**src/rtl/uart_rx_control.sv**
```systemverilog
// Receive control for the UART RX path: synchronizes the raw line, detects
// the start bit, gates the bit timer for one packet, checks the stop bit and
// either strobes the data buffer or raises a sticky framing error.
//
// state     | meaning
// ----------+----------------------------------------------------------
// S_IDLE    | line idle, waiting for a synchronized falling edge
// S_CLEAR   | one cycle: clear stop-bit checker / shift register
// S_RECEIVE | timer enabled, waiting for packet_done
// S_CHECK   | timer stopped, stop bit evaluated
// S_LOAD    | one cycle: shift register holds a valid byte
// S_ERROR   | one cycle: stop bit was 0, framing error latched
module uart_rx_control #(
   parameter int SYNC_STAGES = 2
) (
   input  logic clk,
   input  logic rst,
   input  logic serial_in,
   input  logic packet_done,
   input  logic stop_bit,
   output logic enable_timer,
   output logic sbc_clear,
   output logic load_buffer,
   output logic framing_error,
   output logic rx_busy,
   output logic start_bit_detected
);

   typedef enum logic [2:0] {
      S_IDLE    = 3'd0,
      S_CLEAR   = 3'd1,
      S_RECEIVE = 3'd2,
      S_CHECK   = 3'd3,
      S_LOAD    = 3'd4,
      S_ERROR   = 3'd5
   } state_t;

   state_t                 r_state;
   logic [SYNC_STAGES-1:0] r_sync;
   logic                   r_prev;
   logic                   r_enable_timer;
   logic                   r_sbc_clear;
   logic                   r_load_buffer;
   logic                   r_framing_error;
   logic                   r_rx_busy;
   logic                   w_sync_out;
   logic                   w_start;

   assign w_sync_out = r_sync[SYNC_STAGES-1];
   assign w_start    = r_prev & ~w_sync_out;

   // Line synchronizer and edge history; reset to the idle (high) level so
   // a line held low through reset release is seen as a falling edge.
   always_ff @(posedge clk or posedge rst) begin
      if (rst) begin
         r_sync <= '1;
         r_prev <= 1'b1;
      end else begin
         r_sync <= {r_sync[SYNC_STAGES-2:0], serial_in};
         r_prev <= w_sync_out;
      end
   end

   // Packet sequencer; outputs are registered from the next state so they
   // match a Moore decode of the state register cycle for cycle.
   always_ff @(posedge clk or posedge rst) begin
      if (rst) begin
         r_state         <= S_IDLE;
         r_enable_timer  <= 1'b0;
         r_sbc_clear     <= 1'b0;
         r_load_buffer   <= 1'b0;
         r_framing_error <= 1'b0;
         r_rx_busy       <= 1'b0;
      end else begin
         r_enable_timer <= 1'b0;
         r_sbc_clear    <= 1'b0;
         r_load_buffer  <= 1'b0;
         case (r_state)
            S_IDLE: begin
               if (w_start) begin
                  r_state     <= S_CLEAR;
                  r_sbc_clear <= 1'b1;
                  r_rx_busy   <= 1'b1;
               end
            end
            S_CLEAR: begin
               r_state         <= S_RECEIVE;
               r_enable_timer  <= 1'b1;
               r_framing_error <= 1'b0;
            end
            S_RECEIVE: begin
               if (packet_done) begin
                  r_state <= S_CHECK;
               end else begin
                  r_enable_timer <= 1'b1;
               end
            end
            S_CHECK: begin
               if (stop_bit) begin
                  r_state       <= S_LOAD;
                  r_load_buffer <= 1'b1;
               end else begin
                  r_state         <= S_ERROR;
                  r_framing_error <= 1'b1;
               end
            end
            S_LOAD, S_ERROR: begin
               r_state   <= S_IDLE;
               r_rx_busy <= 1'b0;
            end
            default: begin
               r_state   <= S_IDLE;
               r_rx_busy <= 1'b0;
            end
         endcase
      end
   end

   assign enable_timer       = r_enable_timer;
   assign sbc_clear          = r_sbc_clear;
   assign load_buffer        = r_load_buffer;
   assign framing_error      = r_framing_error;
   assign rx_busy            = r_rx_busy;
   assign start_bit_detected = w_start;

endmodule

```
**config.mk**
```make
export PLATFORM = sky130hd
export DESIGN_NAME = uart_rx_control
export DESIGN_NICKNAME = d
export VERILOG_FILES = /design/src/rtl/uart_rx_control.sv
export SDC_FILE = /design/constraint.sdc
export NUM_CORES = 1
export LEC_CHECK = 0
export BUFFER_PORTS_ARGS = -buffer_cell sky130_fd_sc_hd__buf_4
export CAP_MARGIN = 10
export CORE_AREA = 2 2 39 41
export DETAILED_ROUTE_END_ITERATION = 6
export DIE_AREA = 0 0 41 43
export SLEW_MARGIN = 20
export SYNTH_ARGS = -nofsm -noshare
export SYNTH_HDL_FRONTEND = slang
export SYNTH_SLANG_ARGS = --single-unit
```
**constraint.sdc**
```tcl
create_clock -name clk -period 1.3 [get_ports clk]
set_clock_uncertainty 0.05 [all_clocks]
set_input_delay 0.13 -clock clk [delete_from_list [all_inputs] [get_ports clk]]
set_output_delay 0.13 -clock clk [all_outputs]
set_load 0.01 [all_outputs]
```
== After elaboration in Yosys (flattened, before gate mapping) ==
Cells that the tools add are included.
Word-level totals
  flip-flop bits (word level): 11
  word-level logic and storage cells: 37
Cells by class
  bitwise operators: 3
  equality and inequality tests: 6
  reduce and logical (&&, ||, !) cells: 6
  mux-type cells: 14
Operators with widths (count)
  one-hot mux 3 bit (4 select lines): 1
  2-to-1 mux 1 bit: 8
  equality test 3 x 2 -> 1 bit (second input constant): 2
  2-to-1 mux 3 bit: 2
  != test 2 bit (second input constant): 3
  one-hot mux 1 bit (2 select lines): 3
  AND reduction 2 bit: 3
  equality test 3 x 1 -> 1 bit (second input constant): 1
  logical NOT 3 bit: 1
  OR reduction 3 bit: 1
  inverter 1 bit: 2
  nonzero test 2 bit: 1
  bitwise AND 1 bit: 1

== Longest topological paths before layout ==
Gate-level depths: netlist of run 1.
  word-level depth: 4
  gate-level depth with buffers: 3
  depth with buffers taken out: 2

== Worst setup path after synthesis of run 1 ==
No wires, ideal clock.
  kind: reg-to-reg
  start point: register r_prev
  end point: register r_state[0]
  stages on the path, launching flop included: 3
  setup time: 0.101 ns
  arrival time: 1.078 ns
  buffers on the path: 0
  clock period less this slack: 1.228 ns
  data required time: 1.149 ns
  path slack: 0.072 ns
  cells stage by stage: dfstp_2 > or4b_4 > o32ai_1
Between the ends
  cells in the longest elaborated chain, start to end: 3
Ends and longest elaborated chain
  start, declared: RTL line 40  | logic r_prev;
  start signal, assigned: RTL line 60  | r_prev <= w_sync_out;
  bitwise AND 1 bit: RTL line 50  | assign w_start = r_prev & ~w_sync_out;
  != test 2 bit (no line)
  AND reduction 2 bit (no line)
  end signal, assigned: RTL line 68  | r_state <= S_IDLE;
  end signal, assigned: RTL line 81  | r_state <= S_CLEAR;
  end signal, assigned: RTL line 87  | r_state <= S_RECEIVE;
  end, declared: RTL line 38  | state_t r_state;
Every way passes these cells.
A chain may end at the register's enable or synchronous reset.

== Worst setup path in the final report of run 1 ==
Same ends and word-level chain as after synthesis.

==> Implementation_results.wiki, run 1 <==
{| class="wikitable"
! Metric !! Value
|-
| Clock H-tree levels || 1
|-
| Kind of start point of the critical path || flop
|-
| Yosys top cell by area || dfrtp_1
|-
| Area added between synthesis and finish || 35.7%
|-
| Number of global-route vias before repair || roughly 280
|-
| Worst Min Path Start || stop_bit
|-
| Antenna violations before repair || 0
|-
| Number of top-level pins || 11
|-
| Commonest non-fill, non-tap cells in the layout || 12 x buf_4, 8 x dfrtp_1, 3 x inv_1, 3 x clkbuf_4, 3 x dfstp_2
|-
| Setup TNS after final layout || 0 ns
|-
| HPWL reported at the end of detailed placement || 479 um
|-
| Worst slack at placement || 0.0399 ns
|-
| List of cells traversed by the critical path || or4b_4 -> o32ai_1
|-
| TritonCTS clock tree || built
|-
| Clock latency on the worst-skew pair || roughly 0.26 ns
|-
| Critical setup path kind || reg -> reg
|-
| Final Hold Viols || 0
|-
| Share of the clock period used by the worst path after layout || 96.6%
|-
| Minimum setup slack in the final design || between 0.04 and 0.05 ns
|-
| Max frequency || 796 MHz
|-
| Pins over their slew limit || 0
|-
| Core area || 1380 um^2
|-
| Global-route usage over all layers || about a tenth
|-
| Largest net degree at the start of global routing || 12
|-
| End of the worst register-to-register path || r_state[0]
|-
| Data arrival time of the worst path || 1.37 ns
|-
| Worst rel slew slack || about three quarters
|-
| Number of cells on the worst hold path || 2
|-
| Syn Area/Cell || 13.3 um^2
|-
| Master of the slowest instance on the critical path || dfstp_2
|-
| Number of port buffers || 10
|-
| Min cycle time layout || 1.26 ns
|-
| Post-route core utilization || 41.6%
|-
| Final-layout fill cell count || 129
|-
| Buffers and inverters on the worst path || 0
|-
| Total standard cell area after synthesis || 424 um^2
|-
| Horizontal die dimension || 41 um
|-
| Wire length after detailed routing || 631 um
|-
| Initial Util || 30.7%
|-
| Worst stage delay on the critical path || 0.52 ns
|-
| Ant. Diodes || 0
|-
| Final routed DRC violation total || 0
|-
| Largest delay share family, worst path || flip-flops
|-
| Number of warnings issued by yosys || 0
|-
| Die area || about 1800 um^2
|-
| Vias per Instance || 4.28
|-
| Clock root buffer || clkbuf_4
|-
| Placer congestion estimate || 0.652
|-
| Clock sinks || 11
|-
| Cells taking the most area after synthesis || dfrtp_1 47%, dfstp_2 19%, or2b_1 3.5%
|-
| Number of iterations in the first detailed-routing pass || 1
|-
| Drt first-iter violations || 0
|-
| Kind of end point of the critical path || flop
|-
| Number of buffers between clock root and the deepest sink || 2
|-
| Worst-case hold path end point || load_buffer
|-
| Path depth of the worst reg2reg path || 2
|-
| Proportion of layout cells with a drive suffix above 1 || 49.0%
|-
| Clock transition time at the flip-flop clock pins of the worst setup and hold paths || 0.06 ns
|-
| Peak VDD IR || about 800 uV
|-
| Cell count after synthesis || 32
|-
| Reg-to-reg slack, setup || between 0.04 and 0.05 ns
|-
| Wire length of the first global-routing pass || 1190 um
|-
| Portion of the post-synthesis area used by sequential elements || 65.8%
|-
| RSZ-0062 raised after global routing || no
|-
| MaxCap Viol Count || 0
|-
| Number of buffers created by CTS || 3
|-
| Count of antenna-violating nets left after detailed routing || 0
|-
| Count of cell types in the netlist || 18
|-
| Actual slew at the worst max-slew pin || 0.394 ns
|-
| Buffers inserted by post-CTS timing repair || 0
|-
| Min-delay worst type || in -> reg
|-
| NumNets Final || 55
|-
| Startpoint of the most critical register-to-register path || r_prev
|-
| Maximum fanout along the worst path || 3
|-
| Post-CTS resize count || 0
|-
| # rows || 14
|-
| Status || completed
|-
| Most frequent standard cell in the layout excluding fill and tap cells || buf_4
|-
| Area fraction of the dominant cell type after synthesis || a little under half
|-
| GR Overflow Total || 0
|-
| Final setup viols || 0
|-
| Required time at the worst-slack endpoint || 1.41 ns
|-
| WL/cell || between 9 and 10 um
|-
| Power per cell area || 1920 nW/um^2
|-
| Net count after synthesis || 37
|-
| Total via count after detailed routing || 278
|-
| Die outline height || 43 um
|-
| Number of synthesized register bits || 11
|-
| Leak || about 0.28 nW
|-
| Worst hold margin || around 0.05 ns
|}
## cells by family after synthesis
logic type	Yosys count	share of synthesized area, %
flops	11	65.8
compound gates	5	8.85
simple gates	12	21.5
buf+inv	4	3.83
## state kept, by name (all words and copies together) (netlist names)
name	flops
r_state	3
rx_busy	1
framing_error	1
enable_timer	1
sbc_clear	1
r_sync	2
load_buffer	1
r_prev	1
## per-stage QoR
stage | std cells | instance area, um^2 | power [mW]
2_1_floorplan | 32 | 424 | 0.724
3_3_place_gp | 59 | 529 | 0.890
3_5_place_dp | 59 | 529 | 0.892
4_1_cts | 65 | 576 | 1.13
5_1_grt | 65 | 576 | 1.22
6_report | 65 | 576 | 1.10
## report_power, final
part	total, mW	switching, mW	internal, mW
registers	0.507	0.0648	0.442
logic	0.379	0.150	0.228
clock network	0.218	0.0994	0.118
## final cells by class
type	instances	area [um^2]	area share [%]
multi-input combinational	17	129	22.4
inverter	3	11.3	1.96
timing repair buffer	14	110	19.1
clock buffer	4	26.3	4.57
tap	16	20.0	3.48
sequential	11	279	48.5
## synth_stat cells
library cell / instances
a21oi_1: 2
a21oi_2: 1
and2_1: 1
and2_2: 1
and3b_2: 1
buf_2: 1
dfrtp_1: 8
dfstp_2: 3
inv_1: 3
nor2_1: 2
nor2b_1: 1
nor3b_1: 1
o32a_1: 1
o32ai_1: 1
or2b_1: 2
or2b_2: 1
or3b_2: 1
or4b_4: 1
## worst max path at each step
| stage | from | endpoint | slack, ns | depth (start not counted) |
|---|---|---|---|---|
| 2_1_floorplan | r_prev | r_state[0] | 0.07 | 2 |
| 3_3_place_gp | r_prev | r_state[0] | 0.06 | 2 |
| 5_1_grt | r_prev | r_state[0] | 0.01 | 2 |
| 4_1_cts | r_prev | r_state[0] | 0.03 | 2 |
| 3_5_place_dp | r_prev | r_state[0] | 0.04 | 2 |
| 6_report | r_prev | r_state[0] | 0.04 | 2 |
## timing repair
action / 4_1_cts / 5_1_grt
endpoints found under the setup margin: 0 / 0
hold buffers: 2 / 0
endpoints found under the hold margin: 9 / 0
## per-layer routing
metal	track usage, %	part of all wire, %	routed length (um)
met1	13.3	48	303
met3	4.71	5.7	36
met5	0	0	0
met2	14.1	46	290
met4	6.00	0	0
## worst register-to-register path: stages (launching register included)
cell and delay [ns]:
dfstp_2 0.52, or4b_4 0.47, o32ai_1 0.13
No activity file was read; power rests on OpenSTA's default activity.
==> run 2: changes to the inputs <==
--- a/config.mk
+++ b/config.mk
@@ -8,8 +8,11 @@
 export BUFFER_PORTS_ARGS = -buffer_cell sky130_fd_sc_hd__buf_4
 export CAP_MARGIN = 10
 export CORE_AREA = 2 2 39 41
+export CTS_BUF_LIST = sky130_fd_sc_hd__clkbuf_4 sky130_fd_sc_hd__clkbuf_8
 export DETAILED_ROUTE_END_ITERATION = 6
 export DIE_AREA = 0 0 41 43
+export PLACE_DENSITY = 0.65
+export SETUP_SLACK_MARGIN = 0.2
 export SLEW_MARGIN = 20
 export SYNTH_ARGS = -nofsm -noshare
 export SYNTH_HDL_FRONTEND = slang
==> run 2 against run 1 <==
  * Sequential power rose by 3%
  * Flip-flop and latch count unchanged
  * Maximum frequency grew 1.4%
  * Utilization is 3.2 points higher
  * Critical path type unchanged
==> Implementation_results.wiki, run 2 (same netlist as run 1, synthesis figures left out) <==
{| class="wikitable"
! Metric !! Value
|-
| Internal Dissipation || 0.868 mW (was 0.789 mW)
|-
| Max frequency || 808 MHz (was 796 MHz)
|-
| Vias per Instance || 4.34 (was 4.28)
|-
| # rows || 14 (unchanged)
|-
| Clock root buffer || clkbuf_4 (unchanged)
|-
| Number of cells on the worst hold path || 2 (unchanged)
|-
| Sw Pwr || 0.355 mW (was 0.315 mW)
|-
| RSZ-0062 raised after global routing || yes (was no)
|-
| Number of port buffers || 10 (unchanged)
|-
| Final-layout fill cell count || 132 (was 129)
|-
| Share of the clock period used by the worst path after layout || 95.2% (was 96.6%)
|-
| Setup TNS after final layout || 0 ns (unchanged)
|-
| Initial Util || 30.7% (unchanged)
|-
| Largest Register || r_state (unchanged)
|-
| Relative contribution of the clock network to total power || 20.3% (was 19.7%)
|-
| Sw Share || 29.0% (was 28.5%)
|-
| List of cells traversed by the critical path || or4b_4 -> a21oi_2 (was or4b_4 -> o32ai_1)
|-
| Proportion of layout cells with a drive suffix above 1 || 61.2% (was 49.0%)
|-
| Layout Cell Area excl Fill || 619 um^2 (was 576 um^2)
|-
| Largest net degree at the start of global routing || 12 (unchanged)
|-
| Count of antenna-violating nets left after detailed routing || 0 (unchanged)
|-
| Die outline height || 43 um (unchanged)
|-
| Worst-case hold path end point || load_buffer (unchanged)
|-
| Min cycle time layout || 1.24 ns (was 1.26 ns)
|-
| Number of buffers between clock root and the deepest sink || 2 (unchanged)
|-
| Startpoint of the most critical register-to-register path || r_prev (unchanged)
|-
| Final setup viols || 0 (unchanged)
|-
| MaxCap Viol Count || 0 (unchanged)
|-
| Ant. Diodes || 0 (unchanged)
|-
| Placed cell areas || 539 um^2 (was 529 um^2)
|-
| Data arrival time of the worst path || 1.39 ns (was 1.37 ns)
|-
| Status || completed (unchanged)
|-
| Power per cell area || 1970 nW/um^2 (was 1920 nW/um^2)
|-
| Pins over their slew limit || 0 (unchanged)
|-
| Flip-flop count of the largest register after layout || 3 (unchanged)
|-
| Reg-to-reg slack, setup || 0.06 ns (was 0.04 ns)
|-
| Clock transition time at the flip-flop clock pins of the worst setup and hold paths || 0.07 ns (was 0.06 ns)
|-
| TritonCTS clock tree || built (unchanged)
|-
| Largest registers in the final layout || r_state: 3 flops, r_sync: 2 flops (unchanged)
|-
| Path depth of the worst reg2reg path || 2 (unchanged)
|-
| Final Hold Viols || 0 (unchanged)
|-
| NumNets Final || 55 (unchanged)
|-
| Final routed DRC violation total || 0 (unchanged)
|-
| Actual slew at the worst max-slew pin || 0.394 ns (about the same)
|-
| Placer congestion estimate || 0.652 (about the same)
|-
| Clock latency on the worst-skew pair || 0.27 ns (was 0.26 ns)
|-
| Post-route core utilization || 44.8% (was 41.6%)
|-
| Wire length after detailed routing || 698 um (was 631 um)
|-
| Wire length of the first global-routing pass || 1100 um (was 1190 um)
|-
| Area added between synthesis and finish || 46.0% (was 35.7%)
|-
| Number of iterations in the first detailed-routing pass || 2 (was 1)
|-
| Share of total power in combinational logic || 37.2% (was 34.3%)
|-
| Critical setup path kind || reg -> reg (unchanged)
|-
| Total via count after detailed routing || 282 (was 278)
|-
| Most frequent standard cell in the layout excluding fill and tap cells || buf_4 (unchanged)
|-
| HPWL reported at the end of detailed placement || 478 um (was 479 um)
|-
| Required time at the worst-slack endpoint || 1.45 ns (was 1.41 ns)
|-
| Master of the slowest instance on the critical path || dfstp_2 (unchanged)
|-
| Commonest non-fill, non-tap cells in the layout || 9 x buf_4, 7 x dfrtp_1, 4 x clkbuf_4 (was 12 x buf_4, 8 x dfrtp_1, 3 x inv_1, 3 x clkbuf_4, 3 x dfstp_2)
|-
| Horizontal die dimension || 41 um (unchanged)
|-
| Leak || 0.296 nW (was 0.279 nW)
|-
| Maximum fanout along the worst path || 3 (unchanged)
|-
| Clock sinks || 11 (unchanged)
|-
| GR Overflow Total || 0 (unchanged)
|-
| Peak VDD IR || 1060 uV (was 802 uV)
|-
| Worst stage delay on the critical path || 0.52 ns (about the same)
|-
| Drt first-iter violations || 2 (was 0)
|-
| Worst Min Path Start || stop_bit (unchanged)
|-
| Number of top-level pins || 11 (unchanged)
|-
| Core area || 1380 um^2 (unchanged)
|-
| End of the worst register-to-register path || rx_busy (was r_state[0])
|-
| Min-delay worst type || in -> reg (unchanged)
|-
| Buffers inserted by post-CTS timing repair || 0 (unchanged)
|-
| WL/cell || 10.7 um (was 9.71 um)
|-
| Antenna violations before repair || 0 (unchanged)
|-
| Kind of end point of the critical path || flop (unchanged)
|-
| Share of power burned in registers || 42.5% (was 45.9%)
|-
| Global-route usage over all layers || 10.9% (was 10.4%)
|-
| Die area || 1760 um^2 (unchanged)
|-
| Number of global-route vias before repair || 265 (was 283)
|-
| Kind of start point of the critical path || flop (unchanged)
|-
| Number of buffers created by CTS || 3 (unchanged)
|-
| Clock H-tree levels || 1 (unchanged)
|-
| Worst rel slew slack || 73.7% (about the same)
|}
==> run 2: worst max-delay path by stage <==
stage / startpoint / end / slack [ns] / depth (start not counted)
6_report: r_prev / rx_busy / 0.06 / 2
5_1_grt: r_prev / rx_busy / 0.02 / 2
4_1_cts: r_prev / start_bit_detected / 0.06 / 2
3_5_place_dp: r_prev / rx_busy / 0.07 / 2
3_3_place_gp: r_prev / rx_busy / 0.09 / 2
2_1_floorplan: r_prev / rx_busy / 0.1 / 2
==> run 2: per-layer routing <==
layer  up-vias  routed length (um)  GRT usage, %
li1        139                   -             -
met1       129                 283          12.3
met2        12                 336          12.8
met3         2                  69          9.42
met4         0                   9          8.00
met5         -                   0             0
==> run 2: area by class of cell <==
type,instances,area [um^2],area share (%)
inverter,3,11.3,1.82
timing repair buffer,14,121,19.6
clock buffer,4,30.0,4.85
multi-input combinational,17,156,25.3
sequential,11,280,45.3
tap,16,20.0,3.23
==> run 2: power groups by stage <==
stage | clock network, mW | registers (mW) | logic [mW]
after floorplan | 0 | 0.532 | 0.216
after global placement | 0 | 0.516 | 0.403
after detailed placement | 0 | 0.518 | 0.405
after CTS | 0.260 | 0.516 | 0.449
after global routing | 0.287 | 0.532 | 0.500
final | 0.248 | 0.520 | 0.454
==> run 2: critical path, delay by kind of cell (launching register included) <==
kind,cells,cell delay (ns)
flip-flops,1,0.52
AO/OA/AOI/OAI,1,0.13
AND/OR/NAND/NOR,1,0.48
==> run 2: per-stage QoR <==
stage / hold WS (ns) / power [mW] / cells / worst slack (ns)
4_1_cts: 0.0252 / 1.23 / 65 / 0.0593
3_3_place_gp: 0.0901 / 0.919 / 59 / 0.0877
6_report: 0.0323 / 1.22 / 65 / 0.0622
3_5_place_dp: 0.0943 / 0.923 / 59 / 0.0741
5_1_grt: 0.0329 / 1.32 / 65 / 0.0217
2_1_floorplan: -0.0697 / 0.748 / 32 / 0.0967
==> run 2: repair_timing <==
action | 4_1_cts | 5_1_grt
hold buffers | 2 | 0
resized for setup | 4 | 4
setup endpoints to repair | 6 | 8
hold endpoints to repair | 9 | 0
pin swaps | 1 | 1
